`src/rtl/qick_vec_pulse_gen.sv`:
```
// rtl/qick_vec_pulse_gen.sv - command-queued marker vector generator with per-bit pulse timers
module qick_vec_pulse_gen #(
    parameter int OUT_DW = 16,
    parameter int LEN_W  = 16,
    parameter int DEPTH  = 4
) (
    input  logic                       clk_i,
    input  logic                       rst_ni,
    input  logic                       en_i,
    input  logic                       clr_i,
    input  logic                       cmd_valid_i,
    output logic                       cmd_ready_o,
    input  logic [1:0]                 cmd_mode_i,
    input  logic [OUT_DW-1:0]          cmd_mask_i,
    input  logic [LEN_W-1:0]           cmd_len_i,
    output logic [OUT_DW-1:0]          dout_o,
    output logic                       busy_o,
    output logic [$clog2(DEPTH):0]     fifo_cnt_o
);

    localparam int PTR_W = $clog2(DEPTH);
    localparam int CNT_W = PTR_W + 1;

    localparam logic [PTR_W-1:0] PTR_ONE  = PTR_W'(1);
    localparam logic [CNT_W-1:0] CNT_ONE  = CNT_W'(1);
    localparam logic [CNT_W-1:0] CNT_FULL = CNT_W'(DEPTH);
    localparam logic [LEN_W-1:0] LEN_ONE  = LEN_W'(1);

    typedef enum logic [1:0] {
        MODE_NOP   = 2'b00,
        MODE_SET   = 2'b01,
        MODE_CLR   = 2'b10,
        MODE_PULSE = 2'b11
    } mode_e;

    logic [1:0]        mode_mem [DEPTH];
    logic [OUT_DW-1:0] mask_mem [DEPTH];
    logic [LEN_W-1:0]  len_mem  [DEPTH];

    logic [PTR_W-1:0] wr_ptr_q, wr_ptr_d;
    logic [PTR_W-1:0] rd_ptr_q, rd_ptr_d;
    logic [CNT_W-1:0] fcnt_q, fcnt_d;

    logic [OUT_DW-1:0]            dout_q, dout_d;
    logic [OUT_DW-1:0][LEN_W-1:0] pcnt_q, pcnt_d;
    logic                         busy_q, busy_d;

    logic              push, pop;
    logic [1:0]        head_mode;
    logic [OUT_DW-1:0] head_mask;
    logic [LEN_W-1:0]  head_len;
    logic [LEN_W-1:0]  pulse_len;
    logic              any_active;

    // Ready looks only at registered occupancy so a same-cycle pop never frees a slot combinationally.
    assign cmd_ready_o = (fcnt_q != CNT_FULL);
    assign dout_o      = dout_q;
    assign busy_o      = busy_q;
    assign fifo_cnt_o  = fcnt_q;

    assign head_mode = mode_mem[rd_ptr_q];
    assign head_mask = mask_mem[rd_ptr_q];
    assign head_len  = len_mem[rd_ptr_q];
    assign pulse_len = (head_len == '0) ? LEN_ONE : head_len;

    always_comb begin
        push     = cmd_valid_i && cmd_ready_o && !clr_i;
        pop      = (fcnt_q != '0) && en_i && !clr_i;
        wr_ptr_d = wr_ptr_q;
        rd_ptr_d = rd_ptr_q;
        fcnt_d   = fcnt_q;
        if (push) begin
            wr_ptr_d = wr_ptr_q + PTR_ONE;
        end
        if (pop) begin
            rd_ptr_d = rd_ptr_q + PTR_ONE;
        end
        case ({push, pop})
            2'b10:   fcnt_d = fcnt_q + CNT_ONE;
            2'b01:   fcnt_d = fcnt_q - CNT_ONE;
            default: fcnt_d = fcnt_q;
        endcase

        dout_d = dout_q;
        pcnt_d = pcnt_q;
        for (int i = 0; i < OUT_DW; i++) begin
            if (pcnt_q[i] > LEN_ONE) begin
                pcnt_d[i] = pcnt_q[i] - LEN_ONE;
            end else if (pcnt_q[i] == LEN_ONE) begin
                pcnt_d[i] = '0;
                dout_d[i] = 1'b0;
            end
            // An executing command owns the bit this cycle, overriding expiry.
            if (pop && head_mask[i]) begin
                case (head_mode)
                    MODE_SET: begin
                        dout_d[i] = 1'b1;
                        pcnt_d[i] = '0;
                    end
                    MODE_CLR: begin
                        dout_d[i] = 1'b0;
                        pcnt_d[i] = '0;
                    end
                    MODE_PULSE: begin
                        dout_d[i] = 1'b1;
                        pcnt_d[i] = pulse_len;
                    end
                    default: ;
                endcase
            end
        end

        if (clr_i) begin
            wr_ptr_d = '0;
            rd_ptr_d = '0;
            fcnt_d   = '0;
            dout_d   = '0;
            pcnt_d   = '0;
        end

        any_active = 1'b0;
        for (int i = 0; i < OUT_DW; i++) begin
            any_active = any_active | (pcnt_d[i] != '0);
        end
        busy_d = (fcnt_d != '0) || any_active;
    end

    always_ff @(posedge clk_i or negedge rst_ni) begin
        if (!rst_ni) begin
            wr_ptr_q <= '0;
            rd_ptr_q <= '0;
            fcnt_q   <= '0;
            dout_q   <= '0;
            pcnt_q   <= '0;
            busy_q   <= 1'b0;
        end else begin
            wr_ptr_q <= wr_ptr_d;
            rd_ptr_q <= rd_ptr_d;
            fcnt_q   <= fcnt_d;
            dout_q   <= dout_d;
            pcnt_q   <= pcnt_d;
            busy_q   <= busy_d;
        end
    end

    // Entry storage needs no reset: occupancy alone decides what is valid.
    always_ff @(posedge clk_i) begin
        if (push) begin
            mode_mem[wr_ptr_q] <= cmd_mode_i;
            mask_mem[wr_ptr_q] <= cmd_mask_i;
            len_mem[wr_ptr_q]  <= cmd_len_i;
        end
    end

endmodule

```
`config.mk`:
```
export PLATFORM = sky130hd
export DESIGN_NAME = qick_vec_pulse_gen
export DESIGN_NICKNAME = d
export VERILOG_FILES = /design/src/rtl/qick_vec_pulse_gen.sv
export SDC_FILE = /design/constraint.sdc
export NUM_CORES = 1
export LEC_CHECK = 0
export CAP_MARGIN = 20
export CORE_ASPECT_RATIO = 0.8
export CORE_MARGIN = 3
export CORE_UTILIZATION = 52
export DETAILED_ROUTE_END_ITERATION = 16
export PLACE_DENSITY = 0.74
export SETUP_SLACK_MARGIN = 0.05
export SLEW_MARGIN = 20
export SYNTH_ARGS = -nofsm -noshare
export SYNTH_HDL_FRONTEND = slang
export SYNTH_SLANG_ARGS = --single-unit
```
`constraint.sdc`:
```
create_clock -name clk_i -period 9 [get_ports clk_i]
set_input_delay 1.8 -clock clk_i [delete_from_list [all_inputs] [get_ports clk_i]]
set_output_delay 1.8 -clock clk_i [all_outputs]
set_load 0.02 [all_outputs]
```
==> results of run 1 <==
critical path: stages:
cell and delay, ns:
clkdlybuf4s50_1 0.55, nor2b_1 0.41, buf_4 0.32, o211a_2 0.53, nand2_1 0.73, nor2_1 0.27
a211oi_1 0.09, or4b_1 0.57, nor4b_1 0.27, nand3_1 0.10, or4_1 0.57, or4_1 0.49
placed cells by master (no fill, tap or decap), types with 57 or more instances in the layout:
master | Yosys | final
a211oi_1 | 127 | 127
xnor2_1 | 82 | 82
o21ai_0 | 89 | 89
nand2_1 | 133 | 133
a21oi_1 | 118 | 118
dfrtp_1 | 280 | 279
clkdlybuf4s50_1 | 0 | 57
edfxtp_1 | 136 | 136
nor4_1 | 105 | 103
nor2_1 | 287 | 287
nor3_1 | 115 | 115
or4_1 | 73 | 73
power by group through the flow:
stage	logic (mW)	clock network (mW)	registers [mW]
6_report	5.39	1.91	2.89
5_1_grt	5.75	2.01	2.95
4_1_cts	5.17	1.92	2.86
3_5_place_dp	5.13	0	2.89
3_3_place_gp	5.11	0	2.88
2_1_floorplan	3.74	0	2.75
layout make-up:
class	instances	area [sq um]	area share
Multi-Input combinational cell	1799	11900	0.453
Clock buffer	57	1200	0.0455
Antenna cell	6	15.0	0.000570
Sequential cell	416	11100	0.421
Inverter	55	206	0.00783
Tap cell	603	754	0.0286
Timing Repair Buffer	95	880	0.0334
Clock inverter	20	274	0.0104
how the worst max path moves through the flow:
stage	from	to	slack [ns]	cells past startpoint
after floorplan	clr_i	busy_o$_DFF_PN0_	3.55	17
after global placement	en_i	busy_o$_DFF_PN0_	2.38	12
after detailed placement	en_i	busy_o$_DFF_PN0_	2.30	12
after CTS	en_i	busy_o$_DFF_PN0_	2.89	12
after global routing	en_i	busy_o$_DFF_PN0_	2.52	12
final	en_i	busy_o$_DFF_PN0_	2.74	12
metal layers:
layer,share of wire,routed length (microns)
met2,0.41,34900
met5,0.00015,13
met1,0.42,35800
met4,0.045,3840
met3,0.13,11300
flip-flops by register name, indices dropped and copies added (netlist names):
signal / flops
mode_mem: 8
wr_ptr_q: 2
len_mem: 64
rd_ptr_q: 2
busy_o: 1
pcnt_q: 256
mask_mem: 64
dout_o: 16
fifo_cnt_o: 3
metrics by stage:
stage	utilization	power [mW]	std cells	setup slack [ns]	instance area [sq um]
2_1_floorplan	-	6.49	2408	3.55	23800
6_report	0.588	10.2	3051	2.74	26400
3_3_place_gp	0.555	7.99	2968	2.38	24900
3_5_place_dp	0.555	8.01	2968	2.30	24900
4_1_cts	0.588	9.96	3045	2.89	26300
5_1_grt	0.588	10.7	3045	2.52	26300
synthesized netlist by cell type, types with 29 or more instances:
library cell	n
edfxtp_1	136
xor2_1	35
nand3_1	50
inv_1	55
dfrtp_1	280
nand2_1	133
nor2_1	287
nor3_1	115
mux2i_1	29
mux4_2	34
ha_1	37
a211oi_1	127
or3_1	54
nor4_1	105
clkbuf_1	93
o21ai_0	89
a21oi_1	118
xnor2_1	82
or4_1	73
logic make-up (layout without fill, tap and decap cells):
family                     count (synthesis)  count (layout)  share of synthesized area
DFF                                      416             416                      0.466
and+or+nand+nor                         1015            1015                      0.228
muxes                                     72              72                     0.0486
adders and majority gates                 38              38                     0.0203
buffers and inverters                    193             227                     0.0348
AOI/OAI and AO/OA                        556             556                      0.159
other                                      0               6                          0
xor gates and xnor gates                 118             118                     0.0437
==> results by group, run 1 <==
Power and ir drop
  – Internal power: between 5 and 6 mW
  – Leak: 10.1 nW
  – Switch share: 0.464
  – Peak supply drop: roughly 0.20 mV
  – Comb pwr share: 0.529
  – Clk pwr share: 0.188
  – PD cells: between 300 and 400 mW/mm^2
  – P_sw: ~4.7 mW
  – Seq pwr share: 0.284

Layout
  – Filler cell count: around 3800
  – Fraction of layout cells with a size suffix above 1: 0.0827
  – Syn-to-layout area delta: 10.7%
  – Nets: between 2000 and 2500

Setup path
  – R2R Setup Slk: approximately 3.1 ns
  – Reg-to-reg startpoint: rd_ptr_q[1]$_DFFE_PN0P_
  – Worst reg2reg path endpoint: busy_o$_DFF_PN0_
  – Critical Path End Type: register
  – WS Path Type: in -> reg
  – CP max FO: 32
  – Crit path required time: approximately 9.5 ns
  – Startpoint Class: input port
  – Cells on worst reg2reg path: 12
  – WP data arrival: 6.73 ns

Min path
  – Worst min path class: reg -> reg
  – Worst Hold End: dout_o[13]$_DFF_PN0_
  – Hold Crit Start: dout_o[13]$_DFF_PN0_
  – Worst Hold Depth: 2

Placed design
  – IO Port Bufs: 59
  – Placer Congestion: 1.04
  – Hpwl dp: roughly 60000 microns

Yosys
  – Async SR Flop Fraction: 0.673
  – Yosys top cell by area: dfrtp_1
  – Main synth FF type: dfrtp_1
  – Leading cell types by total area after synthesis: dfrtp_1 29%, edfxtp_1 17%, nor2_1 4.5%
  – Post-synth EDFFs: between 100 and 150
  – Avg Cell Area, Syn: between 9 and 10 sq um
  – Synth Register Bits: 416
  – Register area share after synthesis: 0.466
  – Synth cell types: 90
  – Post-synthesis net count: between 2000 and 2500
  – Synth top area share: 0.294
  – Synthesized area: between 0.02 and 0.025 sq mm
  – Synth warn: 0
  – Synth Instances: about 2400

GRT
  – Met3 global-route usage: 0.100
  – Largest net degree at the start of global routing: about 180
  – Vias in the first global route: between 15000 and 20000
  – Grt met1 use: 0.518
  – Congestion Overflow GR: 0
  – GRT Max-Usage Layer: met1
  – First-pass GRT wire length: 128000 microns
  – Antenna violations before repair: 3
  – Met2 usage: 0.488
  – GRT Overall Usage: 0.352

Clock tree
  – Clock slew at reported path FFs: around 0.070 ns
  – Cts hold-fix bufs: 0
  – Clock root cell: clkbuf_16
  – CTS buffer count: 44
  – CTS tree: built
  – Max H-tree Level: 2
  – Setup Fix Bufs, Post-CTS: 0
  – Clk sinks: around 420
  – Resized Gates After CTS: 0
  – Clock buffer depth: 3
  – Clk_lat worst skew: roughly 0.60 ns

Floorplan
  – # IOs: 60
  – Core area: approximately 0.045 sq mm
  – Total die area: ~0.048 sq mm
  – Width of the die: roughly 250 microns
  – Cell row count: 69
  – DIE HEIGHT: 197 microns
  – Initial core utilization: 0.532

STA
  – Max-Slew Margin vs Limit: 0.216
  – Max-slew violations: 0
  – Final period util: 0.695
  – Slew @ Worst Pin: ~1.2 ns
  – Final setup viols: 0
  – RSZ-0062 raised after global routing: no
  – FMAX: 160 MHz
  – Final Hold Vio Count: 0
  – Min cycle time layout: 6.26 ns
  – Worst clock skew: 0.0276 ns
  – Setup total negative slack: 0 ns
  – Worst Hold Slack: 0.536 ns

Routing
  – Total wire length: 85700 microns
  – Drt pass-1 iters: 6
  – Iter 0 DRT Violations: ~3300
  – Via count: roughly 21000
  – Per-cell routed wire length: 28.1 microns
  – Vias per cell: 6.98
  – Drt drc: 0
  – Antenna-violating nets left: 0

Run
  – Count of maximum capacitance violations: 0

Status
  – Status: completed
(Power assumes the default switching activity.)
==> run 2, diff against run 1 <==
--- a/config.mk
+++ b/config.mk
@@ -10,7 +10,7 @@
 export CORE_MARGIN = 3
 export CORE_UTILIZATION = 52
 export DETAILED_ROUTE_END_ITERATION = 16
-export PLACE_DENSITY = 0.74
+export PLACE_DENSITY = 0.77
 export SETUP_SLACK_MARGIN = 0.05
 export SLEW_MARGIN = 20
 export SYNTH_ARGS = -nofsm -noshare
==> constraint.sdc (replaced) <==
create_clock -name clk_i -period 5.1 [get_ports clk_i]
set_input_delay 1.02 -clock clk_i [delete_from_list [all_inputs] [get_ports clk_i]]
set_output_delay 1.02 -clock clk_i [all_outputs]
set_load 0.02 [all_outputs]
==> run 2 against run 1 <==
Count of clock-buffer cells in the layout up 2. Worst setup slack got worse by 2.5 ns. Non-clock buffer count increased by 69. Via count is 2.9% higher. Routed wire length up 3.5%.
==> results by group, run 2 (synthesis results as in run 1) <==
Routing
  – Iter 0 DRT Violations: 3449 (+4.2%)
  – Per-cell routed wire length: 28.4 microns (+1.2%)
  – Antenna-violating nets left: 0 (unchanged)
  – Via count: 21900 (+2.9%)
  – Vias per cell: 7.03 (+0.61%)
  – Total wire length: 88700 microns (+3.5%)
  – Drt pass-1 iters: 6 (unchanged)
  – Drt drc: 0 (unchanged)

Layout
  – Max reg flops: 256 (unchanged)
  – Nets: 2556 (+2.7%)
  – Fin util: 0.600 (+0.0115)
  – Fraction of layout cells with a size suffix above 1: 0.107 (+0.0239)
  – Most frequent cells in the layout: 287 x nor2_1, 279 x dfrtp_1, 136 x edfxtp_1
  – Top Registers: pcnt_q (256), len_mem (64), mask_mem (64)
  – Most common cell after layout, fill and taps aside: nor2_1
  – Non-Filler Instances: 3119 (+2.2%)
  – Post-route cell area: 0.0269 sq mm (+2.0%)
  – Filler cell count: 3767 (-1.8%)
  – Largest Register: pcnt_q
  – Syn-to-layout area delta: 12.8%

Power and ir drop
  – Comb pwr share: 0.542 (+0.013)
  – P_sw: 8.53 mW (+81%)
  – Peak supply drop: 0.323 mV (+60%)
  – Post-layout total power: 18.3 mW (+79%)
  – Clk pwr share: 0.178 (-0.010)
  – Seq pwr share: 0.279 (-0.005)
  – Internal power: 9.72 mW (+78%)
  – Switch share: 0.468 (+0.00400)
  – Leak: 10.5 nW (+3.3%)
  – PD cells: 679 mW/mm^2 (+76%)

Clock tree
  – CTS tree: built
  – Clk sinks: 416 (unchanged)
  – Resized Gates After CTS: 0 (unchanged)
  – CTS buffer count: 43 (-2.3%)
  – Max H-tree Level: 2 (unchanged)
  – Clk_lat worst skew: 0.61 ns (about the same)
  – Clock buffer depth: 3 (unchanged)
  – Cts hold-fix bufs: 0 (unchanged)
  – Clock slew at reported path FFs: 0.06 ns (about the same)
  – Clock root cell: clkbuf_16
  – Setup Fix Bufs, Post-CTS: 0 (unchanged)

STA
  – Worst clock skew: 0.0238 ns (-0.00384 ns)
  – Min cycle time layout: slightly below 5 ns
  – Slew @ Worst Pin: 1.20 ns (+0.0226 ns)
  – Max-Slew Margin vs Limit: 0.200 (-0.0151)
  – Setup total negative slack: 0 ns (unchanged)
  – Worst Hold Slack: 0.392 ns (-0.144 ns)
  – Final setup viols: 0 (unchanged)
  – Final Hold Vio Count: 0 (unchanged)
  – Fin worst setup slack: 0.271 ns (-2.47 ns)
  – Final period util: 0.947
  – RSZ-0062 raised after global routing: no
  – FMAX: 207 MHz
  – Max-slew violations: 0 (unchanged)

Setup path
  – WS Path Type: reg -> reg
  – Critical Path End Type: register
  – Crit path required time: 5.56 ns (-3.91 ns)
  – Slowest stage cell, crit path: mux4_2
  – CP max FO: 17 (-47%)
  – CP max stage delay: 0.79 ns (+0.06 ns)
  – Crit path buf inv count: 0 (-2)
  – WP data arrival: 5.29 ns (-1.44 ns)
  – CP cell instances: mux4_2, and2_1, nand2_1, a211oi_1, or4b_1, nor4b_1, nand3_1, or4_1, or4_1
  – CP delay by family, top: simple AND/OR/NAND/NOR gates
  – Startpoint Class: register
  – CP dominant cell by count: or4_1

Placed design
  – IO Port Bufs: 59 (unchanged)
  – Placer Congestion: 1.03 (-0.56%)
  – Placed inst area: 0.0254 sq mm (+2.3%)
  – Pre-CTS setup slack: 0.0552 ns (-2.24 ns)
  – Dpl cells: 3037 (+2.3%)
  – Hpwl dp: 64400 microns (+6.9%)

Floorplan
  – Initial core utilization: 0.532 (unchanged)
  – Width of the die: 245 microns (unchanged)
  – Core area: 0.0448 sq mm (unchanged)
  – DIE HEIGHT: 197 microns (unchanged)
  – Total die area: 0.0484 sq mm (unchanged)
  – Cell row count: 69 (unchanged)
  – # IOs: 60 (unchanged)

GRT
  – First-pass GRT wire length: 132000 microns (+3.3%)
  – Met3 global-route usage: 0.115 (+0.0145)
  – Congestion Overflow GR: 0 (unchanged)
  – GRT Overall Usage: 0.364 (+0.0127)
  – Grt met1 use: 0.519 (+0.00124)
  – Largest net degree at the start of global routing: 150 (-15%)
  – Met2 usage: 0.515 (+0.0269)
  – GRT Max-Usage Layer: met1
  – Vias in the first global route: 20300 (+3.8%)
  – Antenna violations before repair: 6 (+3)

Run
  – Count of maximum capacitance violations: 0 (unchanged)

Status
  – Status: completed

Min path
  – Worst min path class: in -> async
==> run 2: cell type report <==
| type | instances | area (sq um) | area share |
|---|---|---|---|
| multi-input cells | 1799 | 11900 | 0.444 |
| flip-flops and latches | 416 | 11100 | 0.413 |
| repair buffers | 164 | 1450 | 0.0539 |
| clock buffers | 59 | 1220 | 0.0452 |
| well taps | 603 | 754 | 0.0281 |
| clock inverters | 21 | 228 | 0.00847 |
| inverters | 55 | 206 | 0.00768 |
| diodes | 2 | 5.00 | 0.000186 |
==> run 2: per-layer routing <==
layer,share of wire,vias up
met5,0.00014,-
met3,0.13,264
li1,-,9413
met1,0.40,10800
met4,0.050,2
met2,0.41,1480
==> run 2: path summary, 6_finish.rpt <==
path                                    startpoint  slack (ns)  cells after the start                   end
max in group asynchronous                   rst_ni        3.55                      2  pcnt_q[37]$_DFF_PN0_
min in group clk_i             dout_o[8]$_DFF_PN0_        0.54                      2   dout_o[8]$_DFF_PN0_
min reg2reg                    dout_o[8]$_DFF_PN0_        0.54                      2   dout_o[8]$_DFF_PN0_
min                                         rst_ni        0.39                      1  pcnt_q[86]$_DFF_PN0_
max reg2reg                rd_ptr_q[0]$_DFFE_PN0P_        0.27                      9      busy_o$_DFF_PN0_
max                        rd_ptr_q[0]$_DFFE_PN0P_        0.27                      9      busy_o$_DFF_PN0_
==> run 2: worst register-to-register path, cell delays in order (launching register included) <==
cell,delay (ns)
dfrtp_2,0.47
mux4_2,0.79
and2_1,0.51
nand2_1,0.63
a211oi_1,0.19
or4b_1,0.55
nor4b_1,0.33
nand3_1,0.12
or4_1,0.59
or4_1,0.50
==> run 2: power groups by stage <==
stage,clock network (mW),logic (mW),registers (mW)
2_1_floorplan,0,6.61,4.85
3_3_place_gp,0,9.45,5.08
3_5_place_dp,0,9.45,5.09
4_1_cts,3.28,9.52,5.05
5_1_grt,3.42,10.6,5.20
6_report,3.26,9.90,5.10
